==> config.mk <==
export PLATFORM = sky130hd
export DESIGN_NAME = stitch_wr_scheduler
export DESIGN_NICKNAME = d
export VERILOG_FILES = /design/src/rtl/stitch_wr_scheduler.sv
export SDC_FILE = /design/constraint.sdc
export NUM_CORES = 1
export LEC_CHECK = 0
export CAP_MARGIN = 0
export CORE_MARGIN = 2
export CORE_UTILIZATION = 40
export DETAILED_ROUTE_END_ITERATION = 8
export SYNTH_ARGS = -nofsm -noshare
export SYNTH_HDL_FRONTEND = slang
export SYNTH_SLANG_ARGS = --single-unit
export TNS_END_PERCENT = 5
==> constraint.sdc <==
create_clock -name M_AXI_ACLK -period 9.75 [get_ports M_AXI_ACLK]
set_input_delay 1.95 -clock M_AXI_ACLK [delete_from_list [all_inputs] [get_ports M_AXI_ACLK]]
set_output_delay 1.95 -clock M_AXI_ACLK [all_outputs]
set_load 0.02 [all_outputs]
==> src/rtl/stitch_wr_scheduler.sv <==
// Round-robin burst-command scheduler placing N camera rectangles into a ring of canvas frame buffers.
// Eligible in IDLE -> cmd_valid two cycles later; command held until cmd_ready; STITCH_FRAME_DROP_EN adds frame drop on early fstart.
module stitch_wr_scheduler #(
    parameter int          CH_NUM      = 3,
    parameter int          ADDR_W      = 32,
    parameter int          DATA_W      = 128,
    parameter int          BURST_LEN   = 16,
    parameter int          LVL_W       = 10,
    parameter logic [31:0] FB_BASE     = 32'h1000_0000,
    parameter logic [31:0] FRAME_BYTES = 32'h0080_0000,
    parameter int          LINE_STRIDE = 7680,
    parameter int          FB_NUM      = 3
) (
    input  logic                    M_AXI_ACLK,
    input  logic                    rst,
    input  logic [CH_NUM-1:0]       ch_enable,
    input  logic [CH_NUM-1:0]       ch_fstart,
    input  logic [CH_NUM*LVL_W-1:0] ch_level,
    input  logic [CH_NUM*12-1:0]    ch_x_word,
    input  logic [CH_NUM*12-1:0]    ch_y_line,
    input  logic [CH_NUM*12-1:0]    ch_w_word,
    input  logic [CH_NUM*12-1:0]    ch_h_line,
    output logic                    cmd_valid,
    input  logic                    cmd_ready,
    output logic [ADDR_W-1:0]       cmd_addr,
    output logic [7:0]              cmd_len,
    output logic [2:0]              cmd_ch,
    input  logic                    burst_done,
    output logic [CH_NUM-1:0]       frame_done,
`ifdef STITCH_FRAME_DROP_EN
    output logic [CH_NUM*16-1:0]    drop_cnt,
`endif
    output logic [CH_NUM*2-1:0]     wr_frame_idx
);
    localparam int BPW   = DATA_W / 8;
    localparam int SEL_W = (CH_NUM > 1) ? $clog2(CH_NUM) : 1;

    typedef enum logic [1:0] {S_IDLE, S_ARB, S_CMD, S_WAIT} state_t;

    state_t              state_q, state_d;
    logic [SEL_W-1:0]    rr_q, rr_d, gnt_q, gnt_d, sel;
    logic [ADDR_W-1:0]   addr_q, addr_d, sel_addr;
    logic [7:0]          len_q, len_d;
    logic [8:0]          blen_q, blen_d, sel_blen;
    logic                any_elig, hi_found;
    logic [SEL_W-1:0]    lo_sel, hi_sel;

    logic [11:0]         x_q [CH_NUM];
    logic [11:0]         x_d [CH_NUM];
    logic [11:0]         y_q [CH_NUM];
    logic [11:0]         y_d [CH_NUM];
    logic [11:0]         nx  [CH_NUM];
    logic [11:0]         rem [CH_NUM];
    logic [1:0]          fidx_q [CH_NUM];
    logic [1:0]          fidx_d [CH_NUM];
    logic [8:0]          blen [CH_NUM];
    logic [ADDR_W-1:0]   ch_addr [CH_NUM];
    logic [CH_NUM-1:0]   armed_q, armed_d, fdone_q, fdone_d, elig;
`ifdef STITCH_FRAME_DROP_EN
    logic [15:0]         drop_q [CH_NUM];
    logic [15:0]         drop_d [CH_NUM];
`endif

    // Per-channel burst size, eligibility and start address of its next burst.
    always_comb begin
        for (int c = 0; c < CH_NUM; c++) begin
            rem[c]     = ch_w_word[c*12 +: 12] - x_q[c];
            blen[c]    = (rem[c] > 12'(BURST_LEN)) ? 9'(BURST_LEN) : rem[c][8:0];
            elig[c]    = ch_enable[c] && armed_q[c] &&
                         (32'(ch_level[c*LVL_W +: LVL_W]) >= 32'(blen[c]));
            ch_addr[c] = ADDR_W'(FB_BASE)
                       + ADDR_W'(fidx_q[c]) * ADDR_W'(FRAME_BYTES)
                       + (ADDR_W'(ch_y_line[c*12 +: 12]) + ADDR_W'(y_q[c])) * ADDR_W'(LINE_STRIDE)
                       + (ADDR_W'(ch_x_word[c*12 +: 12]) + ADDR_W'(x_q[c])) * ADDR_W'(BPW);
        end
    end

    // Round-robin: lowest eligible at or above rr pointer, else lowest eligible overall.
    always_comb begin
        any_elig = 1'b0;
        hi_found = 1'b0;
        lo_sel   = '0;
        hi_sel   = '0;
        for (int c = CH_NUM - 1; c >= 0; c--) begin
            if (elig[c]) begin
                any_elig = 1'b1;
                lo_sel   = SEL_W'(c);
                if (c >= int'(rr_q)) begin
                    hi_found = 1'b1;
                    hi_sel   = SEL_W'(c);
                end
            end
        end
        sel      = hi_found ? hi_sel : lo_sel;
        sel_addr = '0;
        sel_blen = '0;
        for (int c = 0; c < CH_NUM; c++) begin
            if (sel == SEL_W'(c)) begin
                sel_addr = ch_addr[c];
                sel_blen = blen[c];
            end
        end
    end

    always_comb begin
        state_d = state_q;
        rr_d    = rr_q;
        gnt_d   = gnt_q;
        addr_d  = addr_q;
        len_d   = len_q;
        blen_d  = blen_q;
        case (state_q)
            S_IDLE: if (any_elig) state_d = S_ARB;
            S_ARB: begin
                if (any_elig) begin
                    gnt_d   = sel;
                    addr_d  = sel_addr;
                    blen_d  = sel_blen;
                    len_d   = 8'(sel_blen - 9'd1);
                    state_d = S_CMD;
                end else begin
                    state_d = S_IDLE;
                end
            end
            S_CMD:  if (cmd_ready) state_d = S_WAIT;
            S_WAIT: begin
                if (burst_done) begin
                    state_d = S_IDLE;
                    rr_d    = (gnt_q == SEL_W'(CH_NUM - 1)) ? '0 : gnt_q + 1'b1;
                end
            end
            default: state_d = S_IDLE;
        endcase
    end

    // Completion update first, then frame start, so a same-cycle fstart overrides it.
    always_comb begin
        for (int c = 0; c < CH_NUM; c++) begin
            x_d[c]     = x_q[c];
            y_d[c]     = y_q[c];
            fidx_d[c]  = fidx_q[c];
            armed_d[c] = armed_q[c];
            fdone_d[c] = 1'b0;
            nx[c]      = x_q[c] + 12'(blen_q);
`ifdef STITCH_FRAME_DROP_EN
            drop_d[c]  = drop_q[c];
`endif
            if (state_q == S_WAIT && burst_done && gnt_q == SEL_W'(c)) begin
                if (nx[c] >= ch_w_word[c*12 +: 12]) begin
                    x_d[c] = '0;
                    if (y_q[c] + 12'd1 >= ch_h_line[c*12 +: 12]) begin
                        y_d[c]     = '0;
                        armed_d[c] = 1'b0;
                        fdone_d[c] = 1'b1;
                        fidx_d[c]  = (fidx_q[c] == 2'(FB_NUM - 1)) ? 2'd0 : fidx_q[c] + 2'd1;
                    end else begin
                        y_d[c] = y_q[c] + 12'd1;
                    end
                end else begin
                    x_d[c] = nx[c];
                end
            end
            if (ch_enable[c] && ch_fstart[c]) begin
`ifdef STITCH_FRAME_DROP_EN
                if (armed_d[c] && drop_q[c] != 16'hFFFF) drop_d[c] = drop_q[c] + 16'd1;
                armed_d[c] = 1'b1;
                x_d[c]     = '0;
                y_d[c]     = '0;
`else
                if (!armed_d[c]) begin
                    armed_d[c] = 1'b1;
                    x_d[c]     = '0;
                    y_d[c]     = '0;
                end
`endif
            end
        end
    end

    always_ff @(posedge M_AXI_ACLK) begin
        if (rst) begin
            state_q <= S_IDLE;
            rr_q    <= '0;
            gnt_q   <= '0;
            addr_q  <= '0;
            len_q   <= '0;
            blen_q  <= '0;
            armed_q <= '0;
            fdone_q <= '0;
            for (int c = 0; c < CH_NUM; c++) begin
                x_q[c]    <= '0;
                y_q[c]    <= '0;
                fidx_q[c] <= '0;
`ifdef STITCH_FRAME_DROP_EN
                drop_q[c] <= '0;
`endif
            end
        end else begin
            state_q <= state_d;
            rr_q    <= rr_d;
            gnt_q   <= gnt_d;
            addr_q  <= addr_d;
            len_q   <= len_d;
            blen_q  <= blen_d;
            armed_q <= armed_d;
            fdone_q <= fdone_d;
            for (int c = 0; c < CH_NUM; c++) begin
                x_q[c]    <= x_d[c];
                y_q[c]    <= y_d[c];
                fidx_q[c] <= fidx_d[c];
`ifdef STITCH_FRAME_DROP_EN
                drop_q[c] <= drop_d[c];
`endif
            end
        end
    end

    assign cmd_valid  = (state_q == S_CMD);
    assign cmd_addr   = addr_q;
    assign cmd_len    = len_q;
    assign cmd_ch     = 3'(gnt_q);
    assign frame_done = fdone_q;

    always_comb begin
        for (int c = 0; c < CH_NUM; c++) begin
            wr_frame_idx[c*2 +: 2] = fidx_q[c];
`ifdef STITCH_FRAME_DROP_EN
            drop_cnt[c*16 +: 16]   = drop_q[c];
`endif
        end
    end
endmodule
==> metrics, run 1 <==
status=finished clean; Final Hold Fails=0; CTS hold repair buffers=0; Yosys cell types=96; routability congestion estimate from global placement=0.889; share of post-route cells with drive strength above 1=4.01%; Final nets=3,272; most common flop cell mapped by yosys=dfxtp_1; Post-Route WL=59,500 um; vias post-DR=18,300; Max VDD drop=0.153 mV; CTS buffer count=17; clock root buffer=clkbuf_16; post-CTS setup buffer count=0; I/O Pins=237; relative slew slack=18.5%; Total Neg Setup Slack=0 ps; Synth Area per Inst=7.93 um^2; filler instances=4,784; Cell Area, Synth=19,500 um^2; GR Overflow Total=0; Reg power frac=20.1%; Hold WC Path Type=reg2reg; Synth area leader=ha_1; Req. time, crit path=10,100 ps; post-route cell area=23,100 um^2; 1st-iter DRT viols=1,033; die area=50,600 um^2; vias per cell=5.52; biggest cell delay along the critical path=560 ps; synth warn=0; gr usage total=23.7%; CORE AREA=48,500 um^2; clock sinks=131; initial antenna violation count=0; final instance count without filler cells=3,314; Final Slew Violations=0; clk_lat worst skew=490 ps; max cap viols=0; First-pass DRT Iterations=6; Post-Synthesis Cells=2,464; sequential area share after synthesis=13.4%; DP HPWL=49,900 um; RSZ-0062 raised after global routing=no; Worst Skew=13.5 ps; FFs w/ async S/R, synth=0%; WP data arrival=8760 ps; Initial Util=40.3%; pin count of the biggest net entering global routing=52; Final Power=2.72 mW; Crit-path slowest cell=fa_1; Ant. Diodes=0; cts repair resizes=0; crit share post-route=86.3%; top post-synthesis cells by area=ha_1 21%, dfxtp_1 13%, fa_1 8.6%; IO Port Bufs=227; Critical Path Start Type=input pin; vias in the first global route=18,000; leakage power=10.5 nW; row cnt=81; Slew @ Worst Pin=1220 ps; Residual DRC=0; area post-placement=22,500 um^2; Int Pwr=1.53 mW; clk buf depth=2; #FFs+latches synth=131; switching share of power=43.5%; Max FO, Critical Path=7; Post-synth EDFFs=0; Post-DRT Antenna Nets=0; clock network fraction of total power=25.0%; Net Switching=1.18 mW; Yosys top cell area share=20.8%; fin crit period=8410 ps; Die Span Y=225 um; Die Wd=225 um; first-pass GRT wire length=94,100 um; Comb pwr share=54.9%; Reg clk slew, reported paths=70 ps; H-tree depth=4; CP Capture Type=flop; Final setup viols=0; Power per Cell Area=117 nW/um^2; Area Overhead vs Synth=18.3%; post-DR wirelength/cell=17.9 um; CP dominant cell by count=a21oi_1; critical path class=in2reg; Max Freq=0.119 GHz; dpl cells=3,282; CTS tree=built
sequential cells by signal, indices dropped and copies added, names as in the netlist, named ones only:
name,cells
fidx_q,6
x_q,36
state_q,1
rr_q,2
frame_done,3
armed_q,3
cmd_len,8
y_q,36
gnt_q,2
cmd_addr,24
blen_q,9
per-stage QoR:
step                      setup slack (ps)  util, %  hold slack, ps
after CTS                             1350     47.6             445
after global placement                1090     46.4             434
after detailed placement               847     46.4             437
final                                 1340     47.6             441
after floorplan                       2040        -             436
after global routing                   616     47.6             467
critical path, delay by kind of cell:
family / cells / cell delay (ps)
compound gates: 16 / 2940
fa+ha+maj: 5 / 2030
xor+xnor: 3 / 700
buf+inv: 3 / 660
simple gates: 3 / 460
kinds of logic after synthesis:
| family | after synthesis | synth area share, % |
|---|---|---|
| compound gates | 690 | 23.3 |
| simple gates | 683 | 17.6 |
| fa+ha+maj | 409 | 29.4 |
| buf+inv | 339 | 6.78 |
| xor+xnor | 198 | 8.87 |
| flops | 131 | 13.4 |
| mux | 12 | 0.634 |
| other cells | 2 | 0.0384 |
synth_stat cells (52+ instances only):
| cell | number |
|---|---|
| xor2_1 | 68 |
| nor2_1 | 168 |
| nand2_1 | 175 |
| inv_1 | 268 |
| a21o_1 | 72 |
| clkbuf_1 | 52 |
| fa_1 | 84 |
| nand3_1 | 64 |
| xnor2_1 | 130 |
| ha_1 | 325 |
| dfxtp_1 | 131 |
| a21oi_1 | 229 |
| o21ai_0 | 98 |
layout make-up:
cell class / count / area, um^2 / area share [%]
Multi-Input combinational cell: 2013 / 15700 / 67.8
Timing Repair Buffer: 248 / 2420 / 10.5
Tap cell: 622 / 778 / 3.37
Inverter: 268 / 1010 / 4.35
Clock inverter: 15 / 180 / 0.779
Clock buffer: 17 / 425 / 1.84
Sequential cell: 131 / 2620 / 11.3
routing by layer:
| metal | vias up | GRT usage [%] | wire [um] |
|---|---|---|---|
| li1 | 9163 | - | - |
| met1 | 8602 | 31.2 | 27700 |
| met2 | 463 | 39.0 | 27000 |
| met3 | 78 | 3.62 | 2990 |
| met4 | 0 | 8.78 | 1850 |
| met5 | - | 0 | 0 |
cells in the final DEF, fill, tap and decap left out, types with 41 or more instances in the layout:
| cell | instances |
|---|---|
| ha_1 | 325 |
| inv_1 | 268 |
| a21oi_1 | 229 |
| clkdlybuf4s50_1 | 226 |
| nand2_1 | 175 |
| nor2_1 | 168 |
| dfxtp_1 | 131 |
| xnor2_1 | 130 |
| o21ai_0 | 98 |
| fa_1 | 84 |
| a21o_1 | 72 |
| xor2_1 | 68 |
| nand3_1 | 64 |
| nor3_1 | 42 |
| nand2b_1 | 41 |
power by group through the flow:
stage	Clock, mW	Sequential [mW]	Combinational, mW
3_5_place_dp	0	0.558	1.47
4_1_cts	0.689	0.546	1.48
6_report	0.678	0.546	1.49
3_3_place_gp	0	0.558	1.45
5_1_grt	0.714	0.546	1.66
2_1_floorplan	0	0.559	1.07
path summary, 6_finish.rpt:
kind                   to          start  cells after the start  slack (ps)
max          cmd_addr[25]  ch_y_line[25]                     30        1340
min reg2reg    cmd_len[7]     cmd_len[7]                      2         440
max reg2reg  cmd_addr[25]     y_q[0][25]                     29        2900
min            cmd_len[7]     cmd_len[7]                      2         440
Power figures use the tool's default switching activity.
==> inputs of run 2 (changes only) <==
--- a/config.mk
+++ b/config.mk
@@ -7,8 +7,9 @@
 export LEC_CHECK = 0
 export CAP_MARGIN = 0
 export CORE_MARGIN = 2
-export CORE_UTILIZATION = 40
+export CORE_UTILIZATION = 58
 export DETAILED_ROUTE_END_ITERATION = 8
+export PLACE_DENSITY = 0.83
 export SYNTH_ARGS = -nofsm -noshare
 export SYNTH_HDL_FRONTEND = slang
 export SYNTH_SLANG_ARGS = --single-unit
==> run 2 against run 1 <==
Maximum frequency down 2.4%. Clock skew down 2.7 ps. Register-to-register slack worse by 210 ps. Critical path type unchanged. Global-route usage up 8.8 points. Highest routed layer is now met5. Sequential share of layout area up 0.13 points. Critical path depth unchanged. Largest power group unchanged. Final cell count down 5.3%. Largest cell class unchanged. Core utilization up 21 points.
==> metrics, run 2 (synthesis gave the netlist of run 1 again) <==
fin crit period=8620 ps; delay-heaviest family, CP=compound AO/OA/AOI/OAI gates; crit share post-route=88.4%; max cap viols=0; row cnt=67; Die Span Y=188 um; biggest cell delay along the critical path=570 ps; Req. time, crit path=10,060 ps; Die Wd=188 um; Max Freq=0.116 GHz; dpl cells=3,107; relative slew slack=10.2%; Reg clk slew, reported paths=60 ps; die area=35,200 um^2; Slew @ Worst Pin=1340 ps; cts repair resizes=0; final instance count without filler cells=3,140; post-CTS setup buffer count=0; clk_lat worst skew=460 ps; Initial Util=58.6%; gr usage total=32.4%; CP Capture Type=flop; most frequent cells in the layout=325 x ha_1, 268 x inv_1, 229 x a21oi_1; Hold WC Path Type=reg2reg; CTS hold repair buffers=0; Worst Skew=10.8 ps; Post-DRT Antenna Nets=0; Area Overhead vs Synth=17.0%; status=finished clean; CORE AREA=33,400 um^2; Final Slew Violations=0; Max FO, Critical Path=7; WP data arrival=8930 ps; Total Neg Setup Slack=0 ps; share of post-route cells with drive strength above 1=3.98%; initial antenna violation count=2; most common cell after layout, fill and taps aside=ha_1; routability congestion estimate from global placement=0.958; Max VDD drop=0.139 mV; DP HPWL=47,200 um; GR Overflow Total=0; Final setup viols=0; clock sinks=131; clk buf depth=2; CTS tree=built; Crit-path slowest cell=fa_1; vias per cell=6.03; H-tree depth=4; vias in the first global route=18,900; post-DR wirelength/cell=18.3 um; IO Port Bufs=227; CTS buffer count=17; first-pass GRT wire length=93,400 um; leakage power=10.4 nW; Final Hold Fails=0; vias post-DR=18,900; RSZ-0062 raised after global routing=no; 1st-iter DRT viols=1,260; Critical Path Start Type=input pin; I/O Pins=237; Post-Route WL=57,300 um; CP dominant cell by count=a21oi_1; Power per Cell Area=119 nW/um^2; Final nets=3,271; WP buf/inv=3; Residual DRC=0; First-pass DRT Iterations=5; clock root buffer=clkbuf_16; critical path class=in2reg; pin count of the biggest net entering global routing=50
[run 2: path summary, 6_finish.rpt]
| check | start | end | slack (ps) | cells after the start |
|---|---|---|---|---|
| setup reg to reg | y_q[0][25] | cmd_addr[25] | 2690 | 29 |
| setup / recovery | ch_y_line[25] | cmd_addr[25] | 1130 | 30 |
| hold / removal | cmd_len[7] | cmd_len[7] | 440 | 2 |
| hold reg to reg | cmd_len[7] | cmd_len[7] | 440 | 2 |
[run 2: worst min-delay path, delay by kind of cell, from the launching register on]
kind,cells,cell delay [ps]
flops,1,310
simple gates,2,90
[run 2: power by group]
part	switching, mW	total, mW	internal [mW]
clock network	0.319	0.657	0.338
registers	0.00554	0.545	0.540
logic	0.857	1.51	0.652
total	1.18	2.71	1.53
[run 2: metrics by stage]
stage          utilization, %  setup slack (ps)  total power, mW  hold WS [ps]  instance area (um^2)
2_1_floorplan               -              2040             1.63           436                 19600
3_3_place_gp             66.8              1100             1.99           429                 22300
3_5_place_dp             66.8               813             2.03           440                 22300
4_1_cts                  68.5              1250             2.69           449                 22900
5_1_grt                  68.5               698             2.89           470                 22900
6_report                 68.5              1130             2.71           445                 22900
[run 2: layout make-up]
type | count | area [um^2]
Timing Repair Buffer | 247 | 2420
Clock buffer | 17 | 425
Clock inverter | 15 | 139
Multi-Input combinational cell | 2013 | 15700
Sequential cell | 131 | 2620
Inverter | 268 | 1010
Tap cell | 448 | 561
Fill cell | 2800 | 10500
Antenna cell | 1 | 2.50
[run 2: routing by layer]
| layer | GRT usage (%) | wire [um] | up-vias |
|---|---|---|---|
| met3 | 5.30 | 3810 | 131 |
| li1 | - | - | 9154 |
| met2 | 54.3 | 26500 | 657 |
| met5 | 0 | 13 | - |
| met4 | 14.3 | 2330 | 2 |
| met1 | 41.2 | 24600 | 8998 |
==> inputs of run 3 (changes only) <==
--- a/config.mk
+++ b/config.mk
@@ -10,6 +10,8 @@
 export CORE_UTILIZATION = 58
 export DETAILED_ROUTE_END_ITERATION = 8
 export PLACE_DENSITY = 0.83
+export RECOVER_POWER = 25
+export SETUP_SLACK_MARGIN = 0.02
 export SYNTH_ARGS = -nofsm -noshare
 export SYNTH_HDL_FRONTEND = slang
 export SYNTH_SLANG_ARGS = --single-unit
==> run 3 against run 2 <==
Power is essentially flat. Register-to-register slack lost 30 ps. Combinational power is essentially flat. Cell area is essentially flat. Worst hold slack lost 6.1 ps. Sequential share of layout area is essentially flat. Non-clock buffer count is the same. Maximum frequency shrank 0.36%. First-iteration DRC count shrank 2.2%. Die area is the same. Largest cell class unchanged. Final cell count is the same. Flip-flop and latch count is the same. Largest power group unchanged.
==> metrics, run 3 (synthesis gave the netlist of run 1 again) <==
CP Capture Type=flop; Hold WC Path Type=reg2reg; CTS tree=built; Post-DRT Antenna Nets=0; Max Freq=0.116 GHz; post-DR wirelength/cell=18.2 um; Final WS setup=1100 ps; I/O Pins=237; Die Wd=188 um; H-tree depth=4; CTS hold repair buffers=0; Req. time, crit path=10,060 ps; leakage power=10.6 nW; CP dominant cell by count=a21oi_1; vias per cell=6.04; Final Hold Fails=0; CTS buffer count=17; WHS=439 ps; Final Slew Violations=0; 1st-iter DRT viols=1,232; status=finished clean; Die Span Y=188 um; clk_lat worst skew=460 ps; Power per Cell Area=119 nW/um^2; WP data arrival=8960 ps; CORE AREA=33,400 um^2; most common cell after layout, fill and taps aside=ha_1; GR Overflow Total=0; Slew @ Worst Pin=1330 ps; fin crit period=8650 ps; Max FO, Critical Path=7; post-CTS setup buffer count=0; vias post-DR=19,000; Final setup viols=0; Worst Skew=10.7 ps; Setup Slack @ Placement=813 ps; Initial Util=58.6%; First-pass DRT Iterations=5; Reg clk slew, reported paths=60 ps; initial antenna violation count=2; clock root buffer=clkbuf_16; Crit-path slowest cell=fa_1; DP HPWL=47,200 um; Post-Route WL=57,200 um; Residual DRC=0; critical path class=in2reg; Total Neg Setup Slack=0 ps; Max VDD drop=0.139 mV; routability congestion estimate from global placement=0.958; die area=35,200 um^2; relative slew slack=11.3%; clk buf depth=2; vias in the first global route=18,900; row cnt=67; Final nets=3,271; biggest cell delay along the critical path=570 ps; most frequent cells in the layout=325 x ha_1, 268 x inv_1, 229 x a21oi_1; RSZ-0062 raised after global routing=no; share of post-route cells with drive strength above 1=3.94%; clock sinks=131; Critical Path Start Type=input pin; pin count of the biggest net entering global routing=50; cts repair resizes=0; gr usage total=32.4%; max cap viols=0; Area Overhead vs Synth=16.9%; crit share post-route=88.7%; first-pass GRT wire length=93,400 um; IO Port Bufs=227
-- run 3: per-stage QoR --
step | power, mW | utilization, % | cells | cell area, um^2
2_1_floorplan | 1.63 | - | 2483 | 19600
3_3_place_gp | 1.99 | 66.8 | 3107 | 22300
3_5_place_dp | 2.03 | 66.8 | 3107 | 22300
4_1_cts | 2.69 | 68.5 | 3139 | 22900
5_1_grt | 2.88 | 68.5 | 3140 | 22900
6_report | 2.71 | 68.5 | 3140 | 22900
-- run 3: power breakdown --
part | total [mW] | switching, mW | leakage (nW) | internal [mW]
sequential | 0.545 | 0.00539 | 1.06 | 0.540
clock | 0.657 | 0.319 | 0.274 | 0.338
combinational | 1.51 | 0.859 | 9.26 | 0.651
total | 2.71 | 1.18 | 10.6 | 1.53
-- run 3: area by class of cell --
cell class | count | area, um^2
flip-flops and latches | 131 | 2620
diodes | 1 | 2.50
inverters | 268 | 1010
multi-input cells | 2013 | 15700
clock buffers | 17 | 425
clock inverters | 15 | 139
fillers | 2802 | 10500
well taps | 448 | 561
repair buffers | 247 | 2410
-- run 3: routing by layer --
| metal | routed length (um) | global-route usage [%] |
|---|---|---|
| met1 | 24400 | 41.2 |
| met2 | 26400 | 54.3 |
| met3 | 4040 | 5.30 |
| met4 | 2330 | 14.3 |
| met5 | 13 | 0 |
-- run 3: worst max-delay path: cells and delay by family --
family	cells	cell delay, ps
compound gates	16	3090
xor+xnor	3	740
fa+ha+maj	5	2040
buf+inv	3	660
simple gates	3	470
-- run 3: final timing paths --
path,end,slack [ps],startpoint,cells after the start
setup / recovery,cmd_addr[25],1100,ch_y_line[25],30
hold / removal,cmd_len[7],440,cmd_len[7],2
setup reg to reg,cmd_addr[25],2660,y_q[0][25],29
hold reg to reg,cmd_len[7],440,cmd_len[7],2
